File: src/rtl/voice_change_frame_ctrl_if.sv
// Handshake/bus bundle for voice_change_frame_ctrl.
//   master : the frame controller (drives interpolator control, output handshake, status)
//   slave  : the surrounding system (config source, capture buffer, interpolator, reader)
// Signal groups: config (p_cfg/cfg_valid/cfg_err), capture (frame_rdy/frame_done),
// interpolator (interp_*), output handshake (out_valid/out_len/out_ack), status (busy/err_timeout).
interface voice_change_frame_ctrl_if #(
  parameter int ADDR_W = 10,
  parameter int P_W    = 10
);
  logic [P_W-1:0]    p_cfg;
  logic              cfg_valid;
  logic              cfg_err;
  logic              frame_rdy;
  logic              frame_done;
  logic [P_W-1:0]    interp_p;
  logic [ADDR_W-1:0] interp_wr_addr_max;
  logic              interp_wr_en;
  logic              interp_flag_end;
  logic              out_valid;
  logic [ADDR_W:0]   out_len;
  logic              out_ack;
  logic              busy;
  logic              err_timeout;

  modport master (
    input  p_cfg, cfg_valid, frame_rdy, interp_flag_end, out_ack,
    output cfg_err, frame_done, interp_p, interp_wr_addr_max, interp_wr_en,
           out_valid, out_len, busy, err_timeout
  );

  modport slave (
    output p_cfg, cfg_valid, frame_rdy, interp_flag_end, out_ack,
    input  cfg_err, frame_done, interp_p, interp_wr_addr_max, interp_wr_en,
           out_valid, out_len, busy, err_timeout
  );
endinterface

File: src/rtl/voice_change_frame_ctrl.sv
// Frame sequencer for the linear-interpolation pitch/speed datapath.
// Waits for a full capture frame, latches ratio p (Q3.7), computes the last output
// index N = floor(((FRAME_LEN-2)<<FRAC_BITS)/p) with a serial restoring divider,
// opens the interpolator write window for N+1 cycles, waits for its end flag
// (with timeout) and hands the frame to the reader via out_valid/out_ack.
// Ports: clk, rst (async active-high), bus (master modport of voice_change_frame_ctrl_if).
//
// state    | meaning
// IDLE     | waiting for frame_rdy
// CALC     | serial divide, one quotient bit per cycle
// RUN      | interpolator write window open
// WAIT_END | waiting for interpolator end flag, timeout running
// DONE     | output frame offered to reader until out_ack
module voice_change_frame_ctrl #(
  parameter int FRAME_LEN = 1024,
  parameter int ADDR_W    = 10,
  parameter int P_W       = 10,
  parameter int FRAC_BITS = 7,
  parameter int TIMEOUT   = 4095
) (
  input  logic                         clk,
  input  logic                         rst,
  voice_change_frame_ctrl_if.master    bus
);

  localparam int DIV_W = $clog2(((FRAME_LEN - 2) << FRAC_BITS) + 1);
  localparam int DC_W  = $clog2(DIV_W);
  localparam int TO_W  = $clog2(TIMEOUT + 1);

  localparam logic [DIV_W-1:0]  DIVIDEND = DIV_W'((FRAME_LEN - 2) << FRAC_BITS);
  localparam logic [P_W-1:0]    P_ONE    = P_W'(1 << FRAC_BITS);
  localparam logic [P_W-1:0]    P_ZERO   = '0;
  localparam logic [ADDR_W-1:0] N_RST    = ADDR_W'(FRAME_LEN - 2);
  localparam logic [ADDR_W-1:0] N_MAX    = '1;
  localparam logic [ADDR_W:0]   LEN_ONE  = (ADDR_W+1)'(1);
  localparam logic [DC_W-1:0]   DC_LOAD  = DC_W'(DIV_W - 1);
  localparam logic [DC_W-1:0]   DC_ONE   = DC_W'(1);
  localparam logic [TO_W-1:0]   TO_LOAD  = TO_W'(TIMEOUT - 1);
  localparam logic [TO_W-1:0]   TO_ONE   = TO_W'(1);

  typedef enum logic [2:0] {
    IDLE     = 3'd0,
    CALC     = 3'd1,
    RUN      = 3'd2,
    WAIT_END = 3'd3,
    DONE     = 3'd4
  } state_t;

  state_t            state_q, state_d;
  logic [P_W-1:0]    shadow_p_q, shadow_p_d;
  logic [P_W-1:0]    interp_p_q, interp_p_d;
  logic [ADDR_W-1:0] n_q, n_d;
  logic [ADDR_W:0]   out_len_q, out_len_d;
  logic [DIV_W-1:0]  quo_q, quo_d;
  logic [P_W-1:0]    rem_q, rem_d;
  logic [DC_W-1:0]   div_cnt_q, div_cnt_d;
  logic [ADDR_W:0]   run_cnt_q, run_cnt_d;
  logic [TO_W-1:0]   to_cnt_q, to_cnt_d;
  logic              err_timeout_q, err_timeout_d;
  logic              frame_done_q, frame_done_d;
  logic              cfg_err_q, cfg_err_d;

  // one restoring-divide step; remainder stays below p so it fits in P_W bits
  logic [P_W:0]      rem_sh;
  logic [P_W:0]      rem_diff;
  logic [P_W-1:0]    rem_step;
  logic [DIV_W-1:0]  quo_step;
  logic [ADDR_W-1:0] n_clamp;
  logic [P_W-1:0]    p_start;

  always_comb begin
    rem_sh   = {rem_q, quo_q[DIV_W-1]};
    rem_diff = rem_sh - {1'b0, interp_p_q};
    if (rem_sh >= {1'b0, interp_p_q}) begin
      rem_step = rem_diff[P_W-1:0];
      quo_step = {quo_q[DIV_W-2:0], 1'b1};
    end else begin
      rem_step = rem_sh[P_W-1:0];
      quo_step = {quo_q[DIV_W-2:0], 1'b0};
    end
    n_clamp = (|quo_step[DIV_W-1:ADDR_W]) ? N_MAX : quo_step[ADDR_W-1:0];
    // a valid write arriving with the frame start wins over the shadow
    p_start = (bus.cfg_valid && (bus.p_cfg != P_ZERO)) ? bus.p_cfg : shadow_p_q;
  end

  always_ff @(posedge clk or posedge rst) begin
    if (rst) begin
      state_q       <= IDLE;
      shadow_p_q    <= P_ONE;
      interp_p_q    <= P_ONE;
      n_q           <= N_RST;
      out_len_q     <= '0;
      quo_q         <= '0;
      rem_q         <= '0;
      div_cnt_q     <= '0;
      run_cnt_q     <= '0;
      to_cnt_q      <= '0;
      err_timeout_q <= 1'b0;
      frame_done_q  <= 1'b0;
      cfg_err_q     <= 1'b0;
    end else begin
      state_q       <= state_d;
      shadow_p_q    <= shadow_p_d;
      interp_p_q    <= interp_p_d;
      n_q           <= n_d;
      out_len_q     <= out_len_d;
      quo_q         <= quo_d;
      rem_q         <= rem_d;
      div_cnt_q     <= div_cnt_d;
      run_cnt_q     <= run_cnt_d;
      to_cnt_q      <= to_cnt_d;
      err_timeout_q <= err_timeout_d;
      frame_done_q  <= frame_done_d;
      cfg_err_q     <= cfg_err_d;
    end
  end

  always_comb begin
    state_d       = state_q;
    shadow_p_d    = shadow_p_q;
    interp_p_d    = interp_p_q;
    n_d           = n_q;
    out_len_d     = out_len_q;
    quo_d         = quo_q;
    rem_d         = rem_q;
    div_cnt_d     = div_cnt_q;
    run_cnt_d     = run_cnt_q;
    to_cnt_d      = to_cnt_q;
    err_timeout_d = err_timeout_q;
    frame_done_d  = 1'b0;
    cfg_err_d     = 1'b0;

    if (bus.cfg_valid) begin
      if (bus.p_cfg == P_ZERO) cfg_err_d  = 1'b1;
      else                     shadow_p_d = bus.p_cfg;
    end

    case (state_q)
      IDLE: begin
        if (bus.frame_rdy) begin
          interp_p_d    = p_start;
          err_timeout_d = 1'b0;
          quo_d         = DIVIDEND;
          rem_d         = '0;
          div_cnt_d     = DC_LOAD;
          state_d       = CALC;
        end
      end
      CALC: begin
        quo_d     = quo_step;
        rem_d     = rem_step;
        div_cnt_d = div_cnt_q - DC_ONE;
        if (div_cnt_q == '0) begin
          n_d       = n_clamp;
          out_len_d = {1'b0, n_clamp} + LEN_ONE;
          run_cnt_d = {1'b0, n_clamp};
          state_d   = RUN;
        end
      end
      RUN: begin
        if (run_cnt_q == '0) begin
          to_cnt_d = TO_LOAD;
          state_d  = WAIT_END;
        end else begin
          run_cnt_d = run_cnt_q - LEN_ONE;
        end
      end
      WAIT_END: begin
        if (bus.interp_flag_end) begin
          frame_done_d = 1'b1;
          state_d      = DONE;
        end else if (to_cnt_q == '0) begin
          err_timeout_d = 1'b1;
          frame_done_d  = 1'b1;
          state_d       = IDLE;
        end else begin
          to_cnt_d = to_cnt_q - TO_ONE;
        end
      end
      DONE: begin
        if (bus.out_ack) state_d = IDLE;
      end
      default: state_d = IDLE;
    endcase
  end

  // write window and handshake decode straight from state so reset drops them at once
  always_comb begin
    bus.interp_wr_en       = (state_q == RUN);
    bus.out_valid          = (state_q == DONE);
    bus.busy               = (state_q != IDLE);
    bus.interp_p           = interp_p_q;
    bus.interp_wr_addr_max = n_q;
    bus.out_len            = out_len_q;
    bus.err_timeout        = err_timeout_q;
    bus.frame_done         = frame_done_q;
    bus.cfg_err            = cfg_err_q;
  end

endmodule

File: src/flat_wrapper.sv
// flat-port wrapper written by rule: the top's interface ports become plain ports
module voice_change_frame_ctrl_flat 
#(
  parameter int FRAME_LEN = 1024,
  parameter int ADDR_W    = 10,
  parameter int P_W       = 10,
  parameter int FRAC_BITS = 7,
  parameter int TIMEOUT   = 4095
)
  (clk, rst, bus_p_cfg, bus_cfg_valid, bus_frame_rdy, bus_interp_flag_end, bus_out_ack, bus_cfg_err, bus_frame_done, bus_interp_p, bus_interp_wr_addr_max, bus_interp_wr_en, bus_out_valid, bus_out_len, bus_busy, bus_err_timeout);
  voice_change_frame_ctrl_if #(.ADDR_W(ADDR_W), .P_W(P_W)) bus_i ();
  input  logic clk;
  input  logic rst;
  input wire logic [$bits(bus_i.p_cfg)-1:0] bus_p_cfg;
  input wire logic [$bits(bus_i.cfg_valid)-1:0] bus_cfg_valid;
  input wire logic [$bits(bus_i.frame_rdy)-1:0] bus_frame_rdy;
  input wire logic [$bits(bus_i.interp_flag_end)-1:0] bus_interp_flag_end;
  input wire logic [$bits(bus_i.out_ack)-1:0] bus_out_ack;
  output wire logic [$bits(bus_i.cfg_err)-1:0] bus_cfg_err;
  output wire logic [$bits(bus_i.frame_done)-1:0] bus_frame_done;
  output wire logic [$bits(bus_i.interp_p)-1:0] bus_interp_p;
  output wire logic [$bits(bus_i.interp_wr_addr_max)-1:0] bus_interp_wr_addr_max;
  output wire logic [$bits(bus_i.interp_wr_en)-1:0] bus_interp_wr_en;
  output wire logic [$bits(bus_i.out_valid)-1:0] bus_out_valid;
  output wire logic [$bits(bus_i.out_len)-1:0] bus_out_len;
  output wire logic [$bits(bus_i.busy)-1:0] bus_busy;
  output wire logic [$bits(bus_i.err_timeout)-1:0] bus_err_timeout;
  assign bus_i.p_cfg = bus_p_cfg;
  assign bus_i.cfg_valid = bus_cfg_valid;
  assign bus_i.frame_rdy = bus_frame_rdy;
  assign bus_i.interp_flag_end = bus_interp_flag_end;
  assign bus_i.out_ack = bus_out_ack;
  assign bus_cfg_err = bus_i.cfg_err;
  assign bus_frame_done = bus_i.frame_done;
  assign bus_interp_p = bus_i.interp_p;
  assign bus_interp_wr_addr_max = bus_i.interp_wr_addr_max;
  assign bus_interp_wr_en = bus_i.interp_wr_en;
  assign bus_out_valid = bus_i.out_valid;
  assign bus_out_len = bus_i.out_len;
  assign bus_busy = bus_i.busy;
  assign bus_err_timeout = bus_i.err_timeout;
  voice_change_frame_ctrl #(.FRAME_LEN(FRAME_LEN), .ADDR_W(ADDR_W), .P_W(P_W), .FRAC_BITS(FRAC_BITS), .TIMEOUT(TIMEOUT)) u_core (.clk(clk), .rst(rst), .bus(bus_i));
endmodule
File: config.mk
export PLATFORM = sky130hd
export DESIGN_NAME = voice_change_frame_ctrl_flat
export DESIGN_NICKNAME = d
export VERILOG_FILES = /design/src/rtl/voice_change_frame_ctrl_if.sv /design/src/rtl/voice_change_frame_ctrl.sv /design/src/flat_wrapper.sv
export SDC_FILE = /design/constraint.sdc
export NUM_CORES = 1
export LEC_CHECK = 0
export BUFFER_PORTS_ARGS = -buffer_cell sky130_fd_sc_hd__buf_2
export CORE_MARGIN = 4
export CORE_UTILIZATION = 40
export CTS_CLUSTER_DIAMETER = 100
export DETAILED_ROUTE_END_ITERATION = 12
export PLACE_DENSITY = 0.57
export SYNTH_ARGS = -nofsm -noshare
export SYNTH_HDL_FRONTEND = slang
export SYNTH_SLANG_ARGS = --single-unit
File: constraint.sdc
create_clock -name clk -period 3.7 [get_ports clk]
set_clock_uncertainty 0.2 [all_clocks]
set_input_delay 0 -clock clk [delete_from_list [all_inputs] [get_ports clk]]
set_output_delay 0 -clock clk [all_outputs]
set_load 0.005 [all_outputs]
# --- Word-level counts from Yosys, hierarchy flattened ---
# Index checks and enable logic that the tools add are counted.
op_classes:
  reduce_logical: 21
  muxes: 33
  n_eq_ne: 13
  n_lt_le_gt_ge: 1
  n_addsub: 5
  n_bitwise: 1
op_table:
  columns: ["cell", "count"]
  rows:
  - ["2-to-1 mux 10 bit", 4]
  - ["2-to-1 mux 12 bit", 3]
  - ["one-hot mux 17 bit (2 select lines)", 1]
  - ["one-hot mux 12 bit (2 select lines)", 1]
  - ["2-to-1 mux 11 bit", 2]
  - ["one-hot mux 11 bit (2 select lines)", 1]
  - ["one-hot mux 10 bit (2 select lines)", 1]
  - ["2-to-1 mux 3 bit", 6]
  - ["2-to-1 mux 17 bit", 1]
  - ["one-hot mux 3 bit (5 select lines)", 1]
  - ["zero test 12 bit", 1]
  - ["subtractor 12 x 1 -> 12 bit, second input constant", 1]
  - ["adder 10 x 1 -> 11 bit, second input constant", 1]
  - [">= comparator 11 x 10 -> 1 bit", 1]
  - ["zero test 11 bit", 1]
  - ["subtractor 11 x 1 -> 11 bit, second input constant", 1]
  - ["zero test 10 bit", 1]
  - ["inequality test 2 bit, second input constant", 5]
  - ["one-hot mux 5 bit (2 select lines)", 1]
  - ["nonzero test 10 bit", 1]
  - ["subtractor 10 bit", 1]
  - ["2-to-1 mux 1 bit", 9]
  - ["AND reduction 2 bit", 4]
  - ["AND reduction 4 bit", 2]
  - ["17 further kinds", 23]
word_totals:
  regBits: 102
  input_bits: 16
  out_inout_bits: 37
  wordCells: 87

# --- Depth between registers and ports, before layout ---
# Gate-level depths: netlist of the first run.
depth:
  ltp_word: 5
  ltp_mapped: 14

# --- Worst setup path after synthesis of the first run ---
# OpenSTA, ideal clock, no wires.
synth_path:
  path_type: "reg2reg"
  startpoint: "register u_core.interp_p_q[4] (netlist: u_core.bus.interp_p[4])"
  endpoint: "register u_core.out_len_q[6] (netlist: u_core.bus.out_len[6])"
  period_less_slack_ns: 2.987
  required_time_ns: 3.364
  stages_incl_launch_ff: 15
  n_path_buf: 1
  t_arrival_ns: 2.651
  path_slack_ns: 0.713
  path_cell_list: "dfrtp_1 inv_1 ha_1 a21o_1 a211o_1 o2111ai_2 a41oi_4 nor2_1 inv_1 ha_1 clkbuf_1 nor2_1 a21oi_1 o21ai_0 o21ai_0"
synth_via:
  elab_chain_len: 4
synth_lines:
  columns: ["element", "line_no", "source"]
  rows:
  - ["start, declared", "voice_change_frame_ctrl.sv:51", "logic [P_W-1:0] interp_p_q, interp_p_d;"]
  - ["start signal, assigned", "voice_change_frame_ctrl.sv:104", "interp_p_q <= interp_p_d;"]
  - [">= comparator 11 x 10 -> 1 bit", "voice_change_frame_ctrl.sv:74", "if (rem_sh >= {1'b0, interp_p_q}) begin"]
  - ["2-to-1 mux 1 bit", "voice_change_frame_ctrl.sv:74", null]
  - ["2-to-1 mux 10 bit", "voice_change_frame_ctrl.sv:81", "n_clamp = (|quo_step[DIV_W-1:ADDR_W]) ? N_MAX : quo_step[ADDR_W-1:0];"]
  - ["adder 10 x 1 -> 11 bit", "voice_change_frame_ctrl.sv:155", "out_len_d = {1'b0, n_clamp} + LEN_ONE;"]
  - ["end signal, assigned", "voice_change_frame_ctrl.sv:106", "out_len_q <= out_len_d;"]
  - ["end, declared", "voice_change_frame_ctrl.sv:53", "logic [ADDR_W:0] out_len_q, out_len_d;"]
# No other way between the ends.
# A chain may end at the register's enable or synchronous reset.

# --- Worst setup path after layout of the first run ---
layout_path:
  startpoint: "register u_core.rem_q[3]"
  endpoint: "register u_core.out_len_q[8] (netlist: u_core.bus.out_len[8])"
layout_via:
  elab_chain_len: 4
layout_lines:
  columns: ["element", "line_no", "source"]
  rows:
  - ["start, declared", "voice_change_frame_ctrl.sv:55", "logic [P_W-1:0] rem_q, rem_d;"]
  - ["start signal, assigned", "voice_change_frame_ctrl.sv:108", "rem_q <= rem_d;"]
  - [">= comparator 11 x 10 -> 1 bit", "voice_change_frame_ctrl.sv:74", null]
  - ["2-to-1 mux 1 bit", "voice_change_frame_ctrl.sv:74", null]
  - ["2-to-1 mux 10 bit", "voice_change_frame_ctrl.sv:81", null]
  - ["adder 10 x 1 -> 11 bit", "voice_change_frame_ctrl.sv:155", null]
# No other way between the ends.

==> metrics.cfg, run 1 <==
[power]
p_leak_nw = 2.72
p_total_w = 0.00519
seq_power_share_pct = 36.8
ir_drop_v = 0.000332
pwr-share-clk_pct = 17.4
power_density_nw_per_um2 = 849
combPwrFrac_pct = 45.8
netSwitchingFraction_pct = 41.7
p_switching_w = 0.00216
internal-power_w = 0.00302

[timing]
slew_viol_final = 0
tns_ns = 0
period_share_pct = 83.1
worst_slack_ns = 0.627
fmax_mhz = 325
min_period_ns = 3.07
finalHoldViolations = 0
slew-limit-headroom_pct = 30.9
rsz0062_at_grt = false
setup_viol = 0
tightest_slew_ns = 1.04

[floorplan]
die_w_um = 123
start_util_pct = 41.3
fp.dieH_um = 123
core_area_um2 = 12800
dieArea_um2 = 15100
rows = 41
io_pins = 53

[run]
max_cap_violations = 0

[route]
viasPerCell = 5.35
first_iter_violations = 423
routedWlPerCell_um = 15.4
antenna_left = 0
vias = 4281
wl_um = 12400
drc_errors = 0
first_pass_iters = 7

[setup_path]
critPathMaxFanout = 9
critical_path.top_delay_family = compound AO/OA/AOI/OAI gates
crit_path_end_kind = flip-flop
rrSetupSlack_ns = 0.63
critPathLaunchType = flip-flop
crit_required_ns = 3.73
reg2reg_depth = 12
crit_path_cell_trace = ha_1 > a21o_1 > a211o_1 > o2111ai_2 > a41oi_4 > nor2_1 > inv_1 > ha_1 > nor2_1 > a21oi_1 > o21ai_0 > o21ai_0
arrival_ns = 3.10
critPathMaxStageDelay_ns = 0.40
r2r_start = u_core.rem_q[3]$_DFFE_PP0P_
crit_type = flip-flop to flip-flop
slowest_stage = dfrtp_1
worstReg2RegEnd = u_core.bus.out_len[8]$_DFFE_PP0P_
crit_buf_inv = 1

[finish]
fillers = 1220
drive_gt1_share_pct = 17.7
n_antenna_cell = 0
nets = 655
final_common_cell = nand2_1
syn_to_final_growth_pct = 15.9
final_cell_mix = nand2_1 (96), dfrtp_1 (91), o21ai_0 (61)

[clock_tree]
root_buffer = clkbuf_16
htreeDepth = 3
clock_path_buffers = 2
cts_buffers = 9
cts_tree = yes
clk_latency_ns = 0.35
clock_sinks = 102
clk_pin_slew_worst_paths_ns = 0.07
postCtsSetupBuffers = 0

[logic_synthesis]
syn_area_per_cell_um2 = 9.37
ys_ff_latch = 102
synthFlopType = dfrtp_1
synthCells = 563
ys_types = 60
async_flop_share_pct = 100
synth_area_um2 = 5270
synth_edf_count = 0
ys_warn_count = 0
yosysSeqAreaShare_pct = 48.7
synthesis.nets = 595

[global_route]
grt_util_all_layers_pct = 17.7
grt_max_degree = 86
grt_pass1_wl_um = 21000
grt_pass1_vias = 4150
grt-ovfl-total = 0
antenna_found_initial = 0

[placement]
pre_cts_ws_ns = 0.664
post-dp-hpwl_um = 8200
place_congestion = 0.853
numPortBuffers = 52

[worst_hold_path]
holdCritPathClass = input pin to asynchronous set/reset pin

[status]
status = finished clean

-- worst max-delay path by stage --
stage                                            start                           endpoint  slack, ns  depth (start not counted)
floorplan           u_core.bus.interp_p[4]$_DFFE_PP0P_  u_core.bus.out_len[6]$_DFFE_PP0P_       0.71                         14
global placement    u_core.bus.interp_p[4]$_DFFE_PP0P_  u_core.bus.out_len[8]$_DFFE_PP0P_       0.75                         13
detailed placement         u_core.rem_q[3]$_DFFE_PP0P_  u_core.bus.out_len[8]$_DFFE_PP0P_       0.66                         12
CTS                        u_core.rem_q[3]$_DFFE_PP0P_  u_core.bus.out_len[8]$_DFFE_PP0P_       0.66                         12
global route        u_core.bus.interp_p[4]$_DFFE_PP0P_  u_core.bus.out_len[8]$_DFFE_PP0P_       0.42                         13
finish                     u_core.rem_q[3]$_DFFE_PP0P_  u_core.bus.out_len[8]$_DFFE_PP0P_       0.63                         12
-- sequential cells by signal, indices dropped and copies added (netlist names), 3 cells and up --
| signal | count |
|---|---|
| u_core.bus.out_len | 11 |
| u_core.state_q | 3 |
| u_core.rem_q | 10 |
| u_core.to_cnt_q | 12 |
| u_core.run_cnt_q | 11 |
| u_core.shadow_p_q | 10 |
| u_core.bus.interp_wr_addr_max | 10 |
| u_core.div_cnt_q | 5 |
| u_core.bus.interp_p | 10 |
| u_core.quo_q | 17 |
-- kinds of logic (layout without fill, tap and decap cells) --
kind of cell | count (synthesis) | count (layout) | share of synthesized area (%)
muxes | 21 | 21 | 4.27
DFF | 102 | 102 | 48.7
AOI/OAI and AO/OA | 123 | 123 | 15.0
buffers and inverters | 55 | 120 | 4.51
adders and majority gates | 16 | 16 | 3.94
xor gates and xnor gates | 16 | 16 | 2.66
and+or+nand+nor | 230 | 230 | 20.9
-- through the flow --
stage	hold WS [ns]	utilization, %	std cells	area (um2)
global route	0.274	47.9	800	6110
global placement	0.0696	44.5	768	5680
finish	0.257	47.9	800	6110
CTS	0.242	47.9	800	6110
floorplan	-0.0713	-	563	5270
detailed placement	0.0725	44.5	768	5680
-- synthesized netlist by cell type, types with 10 or more instances --
master / number / share of area, %
o21ai_0: 61 / 5.8
nor3_1: 18 / 1.7
inv_1: 28 / 2.0
dfstp_2: 11 / 5.5
xnor2_1: 10 / 1.7
mux2_2: 12 / 2.6
nor2_1: 44 / 3.1
dfrtp_1: 91 / 43
nand2_1: 96 / 6.8
a21oi_1: 14 / 1.3
ha_1: 15 / 3.6
clkbuf_1: 18 / 1.3
nand3_1: 22 / 2.1
-- routing by layer --
layer / vias up / part of all wire [%] / GRT usage [%]
met5: - / 0 / 0
met4: 0 / 1.9 / 7.49
met3: 16 / 4.3 / 3.27
met2: 94 / 44 / 25.9
met1: 2054 / 50 / 25.8
li1: 2117 / - / -
-- worst min-delay path, stage by stage --
cell and delay, ns:
dlygate4sd3_1 0.53, buf_2 0.13, inv_4 0.74
-- power groups by stage --
stage	registers, W	logic, W	clock network [W]
2_1_floorplan	0.00181	0.00186	0
4_1_cts	0.00190	0.00241	0.000931
6_report	0.00191	0.00238	0.000902
5_1_grt	0.00197	0.00274	0.000978
3_3_place_gp	0.00191	0.00234	0
3_5_place_dp	0.00192	0.00240	0
-- repair_timing --
item | in CTS | in global routing
gates resized for setup | 0 | 0
hold buffers | 16 | 0
hold endpoints to repair | 107 | 0
-- final cells by class --
class	instances	area, um2	share of cell area [%]
sequential	102	2570	42.0
multi-input combinational	406	2470	40.4
timing repair buffer	76	480	7.86
clock buffer	10	239	3.91
tap	172	215	3.52
inverter	28	108	1.76
clock inverter	6	36.3	0.594
Power figures use the tool's default switching activity.
==> run 2, diff against run 1 <==
PLACE_DENSITY = 0.59   (was 0.57)
clock period = 2.7 ns   (was 3.7 ns; I/O delays follow)
==> run 2 against run 1 <==
Net effect:
- wire length fell by 1.7%
- non-clock buffer count rose by 13
- via count rose by 0.37%
- die area did not move
- sequential power rose by 37%
- fmax rose by 17%
- clock-buffer cell count rose by 3
- largest power group unchanged
- highest routed layer unchanged
==> metrics.cfg, run 2 (same netlist as run 1, synthesis figures left out) <==
[power]
pwr-share-clk_pct = 16.6
p_switching_w = 0.00299
netSwitchingFraction_pct = 40.8
ir_drop_v = 0.000469
combPwrFrac_pct = 47.7
seq_power_share_pct = 35.7
power_density_nw_per_um2 = 1160
internal-power_w = 0.00433
p_leak_nw = 2.79

[finish]
largestRegisters = u_core.quo_q: 17 flops, u_core.to_cnt_q: 12 flops
syn_to_final_growth_pct = 19.2
largest_reg_flops = 17
multiInputGateArea_um2 = 2520
final_cell_mix = nand2_1 (96), dfrtp_1 (91), o21ai_0 (55)
final_cells = 813
utilization_pct = 49.2
fillers = 1181
nets = 668
drive_gt1_share_pct = 20.3
seqCellArea_um2 = 2570
n_antenna_cell = 0
final_common_cell = nand2_1
top_register = u_core.quo_q

[global_route]
antenna_found_initial = 0
grt_pass1_wl_um = 21100
use_met3_pct = 3.13
grt_util_all_layers_pct = 17.5
grt-ovfl-total = 0
grt_use_met1_pct = 24.6
grt_busiest_layer = met2
grt_max_degree = 75
grtUsageMet2_pct = 27.2
grt_pass1_vias = 4316

[floorplan]
rows = 41
start_util_pct = 41.3
die_w_um = 123
fp.dieH_um = 123
core_area_um2 = 12800
dieArea_um2 = 15100
io_pins = 53

[timing]
setup_viol = 0
fmax_mhz = 381
slew-limit-headroom_pct = 46.8
finalHoldViolations = 0
period_share_pct = 97.1
min_period_ns = 2.62
slew_viol_final = 0
rsz0062_at_grt = true
hold_ws_ns = 0.0948
tightest_slew_ns = 0.794

[setup_path]
critPathLaunchType = flip-flop
crit_required_ns = 2.77
arrival_ns = 2.69
slowest_stage = dfrtp_1
cp-endpoint = u_core.bus.out_len[6]$_DFFE_PP0P_
critPathMaxFanout = 6
rrSetupSlack_ns = 0.08
crit_path_cell_trace = inv_2 > ha_4 > a21o_1 > a211o_1 > o2111ai_2 > a41oi_4 > nor2_4 > inv_2 > ha_4 > buf_2 > o21ai_0 > o21ai_1 > o21ai_1
reg2reg_depth = 13
r2r_start = u_core.bus.interp_p[4]$_DFFE_PP0P_
critPathMaxStageDelay_ns = 0.39
crit_path_end_kind = flip-flop
crit_start = u_core.bus.interp_p[4]$_DFFE_PP0P_
crit_type = flip-flop to flip-flop
worstReg2RegEnd = u_core.bus.out_len[6]$_DFFE_PP0P_

[clock_tree]
cts_buffers = 9
clk_latency_ns = 0.34
htreeDepth = 3
clk_pin_slew_worst_paths_ns = 0.06
clock_sinks = 102
root_buffer = clkbuf_16
cts_tree = yes
clock_path_buffers = 2

[route]
first_iter_violations = 238
wl_um = 12100
vias = 4297
drc_errors = 0
routedWlPerCell_um = 14.9
viasPerCell = 5.29
first_pass_iters = 4
antenna_left = 0

[placement]
place_inst = 780
post-dp-hpwl_um = 8390
numPortBuffers = 52
place_congestion = 0.892

[worst_hold_path]
holdCritPathClass = input pin to asynchronous set/reset pin

[status]
status = finished clean

[run]
max_cap_violations = 0

run 2: worst min path at each step:
stage	start	to	slack (ns)
final	rst	u_core.bus.err_timeout$_DFFE_PP0P_	0.09
after global routing	rst	u_core.shadow_p_q[9]$_DFFE_PP0P_	0.15
after CTS	rst	u_core.shadow_p_q[9]$_DFFE_PP0P_	0.11
after detailed placement	rst	u_core.bus.err_timeout$_DFFE_PP0P_	-0.07
after global placement	rst	u_core.bus.err_timeout$_DFFE_PP0P_	-0.09
after floorplan	bus_cfg_valid	u_core.bus.cfg_err$_DFF_PP0_	-0.07
run 2: stage by stage:
step / TNS, ns / area (um2) / power [W] / setup slack, ns
finish: 0 / 6290 / 0.00732 / 0.0782
global route: -0.159 / 6290 / 0.00803 / -0.0513
CTS: 0 / 6260 / 0.00733 / 0.0353
detailed placement: 0 / 5810 / 0.00605 / 0.0169
global placement: 0 / 5810 / 0.00597 / 0.0589
floorplan: -0.0713 / 5310 / 0.00507 / -0.0378
run 2: worst max-delay path, delay by kind of cell (launching register included):
| kind | cells | cell delay [ns] |
|---|---|---|
| buffers and inverters | 3 | 0.29 |
| AO/OA/AOI/OAI | 7 | 1.17 |
| AND/OR/NAND/NOR | 1 | 0.13 |
| flip-flops | 1 | 0.39 |
| adder cells (fa/ha/maj) | 2 | 0.38 |
run 2: repair_timing:
action / CTS / global route
endpoints found under the setup margin: 1 / 7
pin swaps: 2 / 6
hold endpoints to repair: 58 / 0
gates resized for setup: 2 / 9
hold buffers: 16 / 0
setup buffers: 0 / 1
run 2: cell type report:
type	count	area share, %
Sequential cell	102	40.8
Clock inverter	3	0.299
Timing Repair Buffer	89	9.41
Tap cell	172	3.42
Multi-Input combinational cell	406	40.2
Inverter	28	1.73
Clock buffer	13	4.14
run 2: metal layers:
metal  wire, um  part of all wire, %
met1       5970                   49
met2       5510                   45
met3        515                  4.2
met4        155                  1.3
met5          0                    0
run 2: power by group through the flow:
| stage | registers [W] | logic (W) | clock network [W] |
|---|---|---|---|
| finish | 0.00262 | 0.00349 | 0.00122 |
| global route | 0.00270 | 0.00400 | 0.00133 |
| CTS | 0.00261 | 0.00346 | 0.00126 |
| detailed placement | 0.00263 | 0.00342 | 0 |
| global placement | 0.00261 | 0.00336 | 0 |
| floorplan | 0.00248 | 0.00259 | 0 |
